File: config.mk
export PLATFORM = sky130hd
export DESIGN_NAME = exe2wb_stage
export DESIGN_NICKNAME = d
export VERILOG_FILES = /design/src/rtl/exe2wb_stage.sv
export SDC_FILE = /design/constraint.sdc
export NUM_CORES = 1
export LEC_CHECK = 0
export CAP_MARGIN = 10
export CORE_MARGIN = 2
export CORE_UTILIZATION = 40
export CTS_CLUSTER_DIAMETER = 60
export DETAILED_ROUTE_END_ITERATION = 8
export PLACE_DENSITY = 0.77
export SLEW_MARGIN = 25
export SYNTH_ARGS = -nofsm -noshare
export SYNTH_HDL_FRONTEND = slang
export SYNTH_SLANG_ARGS = --single-unit
File: constraint.sdc
create_clock -name clk -period 2.2 [get_ports clk]
set_input_delay 0.33 -clock clk [delete_from_list [all_inputs] [get_ports clk]]
set_output_delay 0.33 -clock clk [all_outputs]
set_load 0.02 [all_outputs]
File: src/rtl/exe2wb_stage.sv
// exe2wb_stage: holds one EXE result, waits on data memory, and drives register write-back plus forwarding
module exe2wb_stage #(
  parameter int MEM_TIMEOUT = 16
) (
  input  logic        clk,
  input  logic        rst,
  input  logic        valid_in,
  output logic        ready_out,
  input  logic        flush,
  input  logic [31:0] instruction_in,
  input  logic [31:0] PC_in,
  input  logic [31:0] alu_in,
  input  logic [31:0] csr_in,
  input  logic        Reg_WE_in,
  input  logic [1:0]  DMEM_sel_in,
  input  logic [2:0]  LOAD_sel_in,
  input  logic [1:0]  WB_sel_in,
  input  logic        dmem_ready,
  input  logic [31:0] dmem_rdata,
  output logic        wb_commit,
  output logic        wb_we,
  output logic [4:0]  wb_rd,
  output logic [31:0] wb_data,
  output logic [31:0] PC_out,
  output logic        fwd_valid,
  output logic [4:0]  fwd_rd,
  output logic [31:0] fwd_data,
  output logic        mem_err
);
  typedef enum logic [1:0] {EMPTY, FULL, MEM_WAIT} state_t;
  state_t state, nxt;
  logic [4:0]  rd_q;
  logic [31:0] alu_q, csr_q;
  logic        we_q;
  logic [2:0]  lsel_q;
  logic [1:0]  wsel_q;
  logic [7:0]  timer;
  logic        timeout, done, abort, accept, mem_in, unused_instr;
  logic [31:0] shifted, load_v, raw;
  logic [7:0]  byte_v;
  logic [15:0] half_v;
  assign unused_instr = ^{instruction_in[31:12], instruction_in[6:0]};
  assign mem_in    = (DMEM_sel_in != 2'd0) | (WB_sel_in == 2'd0 & Reg_WE_in);
  assign timeout   = state == MEM_WAIT && timer == 8'(MEM_TIMEOUT);
  assign done      = state == MEM_WAIT && (dmem_ready || timeout);
  assign abort     = timeout & ~dmem_ready;
  assign ready_out = state != MEM_WAIT || dmem_ready || timeout;
  assign accept    = valid_in & ready_out & ~flush;
  assign shifted   = dmem_rdata >> {alu_q[1:0], 3'b000};
  assign byte_v    = shifted[7:0];
  assign half_v    = alu_q[1] ? dmem_rdata[31:16] : dmem_rdata[15:0];
  // load extraction and write-back source selection; data reads as zero while empty
  always_comb begin
    load_v = LOAD_sel_q_is(3'd0) ? {{24{byte_v[7]}}, byte_v} :
             LOAD_sel_q_is(3'd1) ? {{16{half_v[15]}}, half_v} :
             LOAD_sel_q_is(3'd3) ? {24'd0, byte_v} :
             LOAD_sel_q_is(3'd4) ? {16'd0, half_v} : dmem_rdata;
    raw = wsel_q == 2'd1 ? alu_q : wsel_q == 2'd2 ? PC_out + 32'd4 : wsel_q == 2'd3 ? csr_q : load_v;
  end
  function automatic logic LOAD_sel_q_is(input logic [2:0] v);
    return lsel_q == v;
  endfunction
  assign wb_commit = (state == FULL & ~flush) | done;
  assign wb_we     = wb_commit & we_q & (rd_q != 5'd0) & ~(done & abort);
  assign wb_rd     = rd_q;
  assign wb_data   = state == EMPTY ? 32'd0 : raw;
  assign fwd_rd    = rd_q;
  assign fwd_data  = wb_data;
  assign fwd_valid = we_q & (rd_q != 5'd0) & ((state == FULL & wsel_q != 2'd0) | (state == MEM_WAIT & dmem_ready));
  // next state: a new accept wins, otherwise a retiring op leaves the stage empty
  always_comb begin
    nxt = accept ? (mem_in ? MEM_WAIT : FULL) : (state == FULL || done) ? EMPTY : state;
  end
  // state register, memory-wait timer and sticky timeout flag
  always_ff @(posedge clk or negedge rst) begin
    if (!rst) begin
      state   <= EMPTY;
      timer   <= 8'd0;
      mem_err <= 1'b0;
    end else begin
      state   <= nxt;
      timer   <= (state == MEM_WAIT && !done) ? timer + 8'd1 : 8'd0;
      mem_err <= mem_err | (done & abort);
    end
  end
  // capture the incoming op on accept
  always_ff @(posedge clk or negedge rst) begin
    if (!rst) begin
      rd_q   <= 5'd0;
      PC_out <= 32'd0;
      alu_q  <= 32'd0;
      csr_q  <= 32'd0;
      we_q   <= 1'b0;
      lsel_q <= 3'd0;
      wsel_q <= 2'd0;
    end else if (accept) begin
      rd_q   <= instruction_in[11:7];
      PC_out <= PC_in;
      alu_q  <= alu_in;
      csr_q  <= csr_in;
      we_q   <= Reg_WE_in;
      lsel_q <= LOAD_sel_in;
      wsel_q <= WB_sel_in;
    end
  end
endmodule

==> results of run 1 <==
## area by class of cell
| cell class | instances | share of cell area (%) |
|---|---|---|
| Inverter | 12 | 0.326 |
| Tap cell | 229 | 2.08 |
| Timing Repair Buffer | 489 | 34.8 |
| Clock inverter | 9 | 1.07 |
| Clock buffer | 23 | 3.53 |
| Multi-Input combinational cell | 494 | 36.5 |
| Sequential cell | 118 | 21.6 |
## layout by cell type (no fill, tap or decap), types with 11 or more instances in the layout
cell and n:
buf_6 75, o21ai_2 12, mux2i_1 24, dfrtp_2 25, buf_4 188, inv_1 12
clkbuf_16 19, nand3_1 15, o21ai_1 13, nor2_1 32, clkdlybuf4s50_1 187, o21ai_0 17
nand2_1 24, a21oi_1 26, xor2_1 11, dfrtp_1 93, buf_12 18, xnor2_1 16
mux2_4 102
## per-stage QoR
stage / power, W / std cells / TNS, ps / cell area, um2
5_1_grt: 0.0123 / 1374 / -57660 / 13800
3_3_place_gp: 0.00766 / 1289 / -56040 / 11600
2_1_floorplan: 0.00554 / 704 / -12320 / 7900
4_1_cts: 0.0113 / 1358 / -50430 / 13200
3_5_place_dp: 0.00772 / 1289 / -57660 / 11600
6_report: 0.0119 / 1374 / -47160 / 13800
## metal layers
layer  routed length (um)  part of all wire [%]  vias to the layer above  GRT usage [%]
met5                    0                     0                        -              0
met1                12800                    41                     3707           40.1
met4                 1150                   3.7                        0           9.52
li1                     -                     -                     3420              -
met2                14900                    48                      370           48.6
met3                 2320                   7.4                       80           7.60
## what timing repair did
action,CTS,global route
endpoints found under the hold margin,33,0
hold buffers,1,0
endpoints found under the setup margin,170,176
cloned,10,2
pin swaps,37,52
buffers inserted,28,26
gates resized for setup,481,175
## cell usage after synthesis, types with 9 or more instances
master	instances
a21o_1	9
nor2_1	36
clkbuf_1	25
buf_4	44
o21ai_0	44
inv_1	12
nand4_1	9
mux2_1	37
a21oi_1	46
mux2_2	71
xor2_1	11
nand3_1	17
nand2_1	35
xnor2_1	19
dfrtp_1	118
mux2i_1	27
## flip-flops by register name, indices dropped and copies added, names as in the netlist
signal / count
fwd_rd: 5
PC_out: 32
timer: 8
alu_q: 32
mem_err: 1
lsel_q: 3
csr_q: 32
we_q: 1
state: 2
wsel_q: 2
## worst reg2reg max path, cell delays in order, from the launching register on
cell and delay [ps]:
dfrtp_1 370, inv_1 60, ha_2 160, or3b_4 380
buf_6 130, o211ai_4 170, and3b_4 310, buf_12 130
buf_12 130, buf_12 150, mux2_4 310
## logic make-up (layout without fill, tap and decap cells)
group | count (synthesis) | after routing | synth area share [%]
XOR/XNOR | 30 | 30 | 3.58
multiplexers | 141 | 141 | 22.1
buffers and inverters | 92 | 533 | 8.02
flip-flops | 118 | 118 | 40.3
adder cells (fa/ha/maj) | 3 | 3 | 0.512
AO/OA/AOI/OAI | 167 | 167 | 14.8
AND/OR/NAND/NOR | 153 | 153 | 10.7
## power breakdown
group | switching [W] | internal, W | leakage, nW | total (W)
logic | 0.00284 | 0.00313 | 4.37 | 0.00596
registers | 0.000321 | 0.00257 | 1.38 | 0.00289
clock network | 0.00102 | 0.00201 | 0.313 | 0.00303
## how the worst max path moves through the flow
stage	startpoint	end	slack (ps)	cells after the start
floorplan	timer[0]	PC_out[11]	-160	9
global placement	dmem_rdata[23]	wb_data[12]	-930	8
detailed placement	dmem_rdata[31]	wb_data[12]	-910	8
CTS	alu_q[0]	wb_data[4]	-650	7
global route	alu_q[0]	wb_data[12]	-670	7
finish	dmem_rdata[31]	wb_data[12]	-610	8
==> flow_summary.toml, run 1 <==
[outcome]
status = "finished with violations"
violations = "negative setup slack"

[global_routing]
grt_pass1_vias = 7746
antenna_found_initial = 0
grt-ovfl-total = 0
track_usage_pct = 30.2
grt_pass1_wl_mm = 45.0
grt_max_degree = 45

[placement]
dp_hpwl_mm = 21.4
dpl_worst_slack_ps = -912
numPortBuffers = 256
place.gp.congestion = 0.999

[worst_setup_path]
path_delay_family = "buffers and inverters"
path_cells = "clkdlybuf4s50_1, mux4_2, nor3_4, buf_6, nand3b_1, o21ai_1, o211a_1, buf_6"
timing.rr.end = "PC_out[18]"
r2r_start = "timer[1]"
r2r_cells = 10
slowest_delay_ps = 560
startpoint_type = "primary input"
critPathRequiredTime_ps = 1870
cpMaxStageDelayCell = "mux4_2"
rrSetupSlack_ps = -210
criticalPathCategory = "in2out"
cp_num_buf_inv = 3
critPathCaptureType = "output pin"
worstPathArrival_ps = 2480
cp_max_fo = 5
crit_top_cell = "buf_6"

[finish]
register_area_um2 = 2980
fillers = 1151
multi_input_area_um2 = 5040
nets = 1308
fin_util_pct = 76.8
num_antenna_cells = 0
area_growth_pct = 88.3
layout-drive-gt1-share_pct = 52.6

[synth]
syn_inst = 704
yosys.area.top_type = "dfrtp_1"
avgSynthCellArea_um2 = 10.4
yosysUniqueCellTypes = 59
yosys_warnings = 0
ys.flop_type = "dfrtp_1"
synth_edf_count = 0
synth_seq_area_share_pct = 40.3
ys_ff_latch = 118
async_flop_share_pct = 100
synth_fp_nets = 880
netlist_top_cells_area = "dfrtp_1, mux2_2, mux2_1, buf_4, mux2i_1"
synth_top_area_share_pct = 40.3
synth_area_um2 = 7330

[clocking]
cts_buffers = 17
clock-root-buffer = "clkbuf_16"
cts.sinks = 118
clk_pin_slew_ps = 50
cts_tree = "yes"
cts_max_level = 4
clock_path_buffers = 2
clock_latency_ps = 420

[power]
vdd_drop_max_uv = 571
power_density_nw_per_um2 = 861
leakagePower_nw = 6.06

[hold_path]
min_path_type = "in2async"

[sta]
rsz0062_at_grt = "yes"
drv_slew = 0
tightest_slew_ps = 863
finalSetupViolCount = 175
fin_skew_ps = 8.84
max_freq_mhz = 356
max_slew_margin_pct = 42.3
period_share_pct = 128
fin_ws_ps = -608
holdWs_ps = 427
min_period_ps = 2810
finalHoldViolCount = 0

[flow_run]
drv_cap = 0

[die]
coreArea_um2 = 18000
rows = 49
die_area_um2 = 19400
die_w_um = 139
initial_core_util_pct = 40.8
pin_count = 284
die_h_um = 139

[routing]
num_vias = 7577
vias_per_cell = 5.51
firstDrtPassIters = 7
wl_mm = 31.2
drtAntennaViolNets = 0
drcViolationCount = 0
wl_per_cell_um = 22.7
drt_iter0_markers = 550
Note: power is estimated with default switching activity, not from simulation.
==> run 2, diff against run 1 <==
--- a/config.mk
+++ b/config.mk
@@ -11,7 +11,6 @@
 export CTS_CLUSTER_DIAMETER = 60
 export DETAILED_ROUTE_END_ITERATION = 8
 export PLACE_DENSITY = 0.77
-export SLEW_MARGIN = 25
 export SYNTH_ARGS = -nofsm -noshare
 export SYNTH_HDL_FRONTEND = slang
 export SYNTH_SLANG_ARGS = --single-unit
==> results of run 2 <==
Final layout, timing and power as in run 1 (identical DEF).
==> run 3, diff against run 2 <==
--- a/config.mk
+++ b/config.mk
@@ -10,7 +10,8 @@
 export CORE_UTILIZATION = 40
 export CTS_CLUSTER_DIAMETER = 60
 export DETAILED_ROUTE_END_ITERATION = 8
-export PLACE_DENSITY = 0.77
+export HOLD_SLACK_MARGIN = 0.03
+export PLACE_DENSITY_LB_ADDON = 0.12
 export SYNTH_ARGS = -nofsm -noshare
 export SYNTH_HDL_FRONTEND = slang
 export SYNTH_SLANG_ARGS = --single-unit
==> run 3 against run 2 <==
Effect of this change: the flow still finishes with violations (negative setup slack); first-iteration DRC count shrank 3.1%; utilization shrank 0.79 points; largest cell class unchanged; count of clock-buffer cells in the layout shrank 5; clock power is essentially flat; global-route usage grew 0.99 points; combinational power shrank 4.2%; maximum frequency shrank 0.75%; routed wire length grew 0.13%; setup slack lost 21 ps; sequential power is essentially flat; largest power group unchanged.
==> flow_summary.toml, run 3 (synthesis results as in run 1) <==
[placement]
dp_hpwl_mm = 21.8
postPlaceCellArea_um2 = 11600
numPortBuffers = 256
dpl_worst_slack_ps = -967
place.gp.congestion = 0.892

[sta]
max_slew_margin_pct = 39.2
min_period_ps = 2830
fin_skew_ps = 6.21
period_share_pct = 129
finalHoldViolCount = 0
fin_ws_ps = -629
rsz0062_at_grt = "yes"
finalSetupViolCount = 169
tightest_slew_ps = 909
drv_slew = 0
max_freq_mhz = 354

[power]
power_density_nw_per_um2 = 850
p_seq_share_pct = 24.8
switching_power_w = 0.00422
leakagePower_nw = 6.05
netSwitchingFraction_pct = 36.4
internal_power_w = 0.00738
total_power_w = 0.0116
vdd_drop_max_uv = 575
p_clk_share_pct = 26.0
p_comb_share_pct = 49.2

[global_routing]
grt-ovfl-total = 0
track_usage_pct = 31.2
antenna_found_initial = 0
grt_max_degree = 64
grt_pass1_wl_mm = 46.6
grt_pass1_vias = 8126

[worst_setup_path]
critPathCaptureType = "output pin"
cp_max_fo = 4
worstPathArrival_ps = 2500
critPathRequiredTime_ps = 1870
criticalPathCategory = "reg2out"
startpoint_type = "flop"

[routing]
top_layer = "met4"
num_vias = 7657
drt_iter0_markers = 533
drcViolationCount = 0
wl_met1_mm = 12.7
firstDrtPassIters = 5
wl_per_cell_um = 22.8
met2_length_mm = 15.5
wl_mm = 31.3
wl_met3_mm = 2.04
vias_per_cell = 5.57
drtAntennaViolNets = 0

[die]
die_w_um = 139
die_area_um2 = 19400
rows = 49
initial_core_util_pct = 40.8
pin_count = 284
coreArea_um2 = 18000
die_h_um = 139

[clocking]
clk_pin_slew_ps = 70
cts_tree = "yes"
clock_latency_ps = 420
cts_max_level = 4
cts.sinks = 118
clock-root-buffer = "clkbuf_16"
clock_path_buffers = 2
cts_buffers = 17

[finish]
layout-drive-gt1-share_pct = 52.2
num_antenna_cells = 0
top_regs = "PC_out: 32 flops, alu_q: 32 flops, csr_q: 32 flops"
postLayoutCellArea_um2 = 13700
layout_commonest_cell = "buf_4"
nets = 1308
final_cell_mix = "buf_4, clkdlybuf4s50_1, mux2_4"
area_growth_pct = 86.4
fin_util_pct = 76.1

[outcome]
status = "finished with violations"
violations = "negative setup slack"

[hold_path]
min_path_type = "in2async"

[flow_run]
drv_cap = 0
[run 3: power by group through the flow]
stage / registers [W] / clock network (W) / logic [W]
floorplan: 0.00303 / 0 / 0.00251
global placement: 0.00286 / 0 / 0.00478
detailed placement: 0.00289 / 0 / 0.00482
CTS: 0.00286 / 0.00305 / 0.00532
global route: 0.00292 / 0.00315 / 0.00597
finish: 0.00288 / 0.00302 / 0.00571
[run 3: per-layer routing]
metal  vias up  GRT usage, %
met5         -             0
li1       3429             -
met3        57          6.88
met1      3826          39.5
met4         0          12.1
met2       345          52.1
[run 3: final timing paths]
path | slack, ps | to | cells past startpoint | from
min | 290 | PC_out[2] | 2 | rst
max reg2reg | -140 | PC_out[20] | 8 | timer[2]
max in group asynchronous | 1300 | wsel_q[1] | 3 | rst
min in group clk | 460 | PC_out[26] | 3 | PC_in[26]
max | -630 | fwd_data[13] | 7 | alu_q[0]
min reg2reg | 510 | alu_q[28] | 1 | alu_q[28]
[run 3: area by class of cell]
type | instances | area, um2
clock buffer | 18 | 439
clock inverter | 14 | 188
fill | 1184 | 4300
inverter | 12 | 45.0
multi-input combinational | 494 | 5020
sequential | 118 | 2980
tap | 229 | 287
timing repair buffer | 489 | 4700
[run 3: what timing repair did]
action / CTS / global route
setup buffers: 39 / 18
gates cloned: 11 / 2
setup endpoints to repair: 170 / 173
hold buffers: 1 / 0
hold endpoints to repair: 11 / 0
pin swaps: 28 / 46
resized for setup: 459 / 143
[run 3: stage by stage]
stage | hold WS, ps | cells | setup TNS (ps)
floorplan | 34.4 | 704 | -12320
global placement | 185 | 1286 | -58340
detailed placement | 186 | 1286 | -59720
CTS | 278 | 1367 | -40520
global route | 292 | 1374 | -47290
finish | 286 | 1374 | -38580
[run 3: critical path: stages, from the launching register on]
cell and delay [ps]:
dfrtp_1 420, mux4_2 430, nor3_4 70, buf_6 110, and3b_2 300, o221ai_2 130, a221oi_4 440, buf_6 180
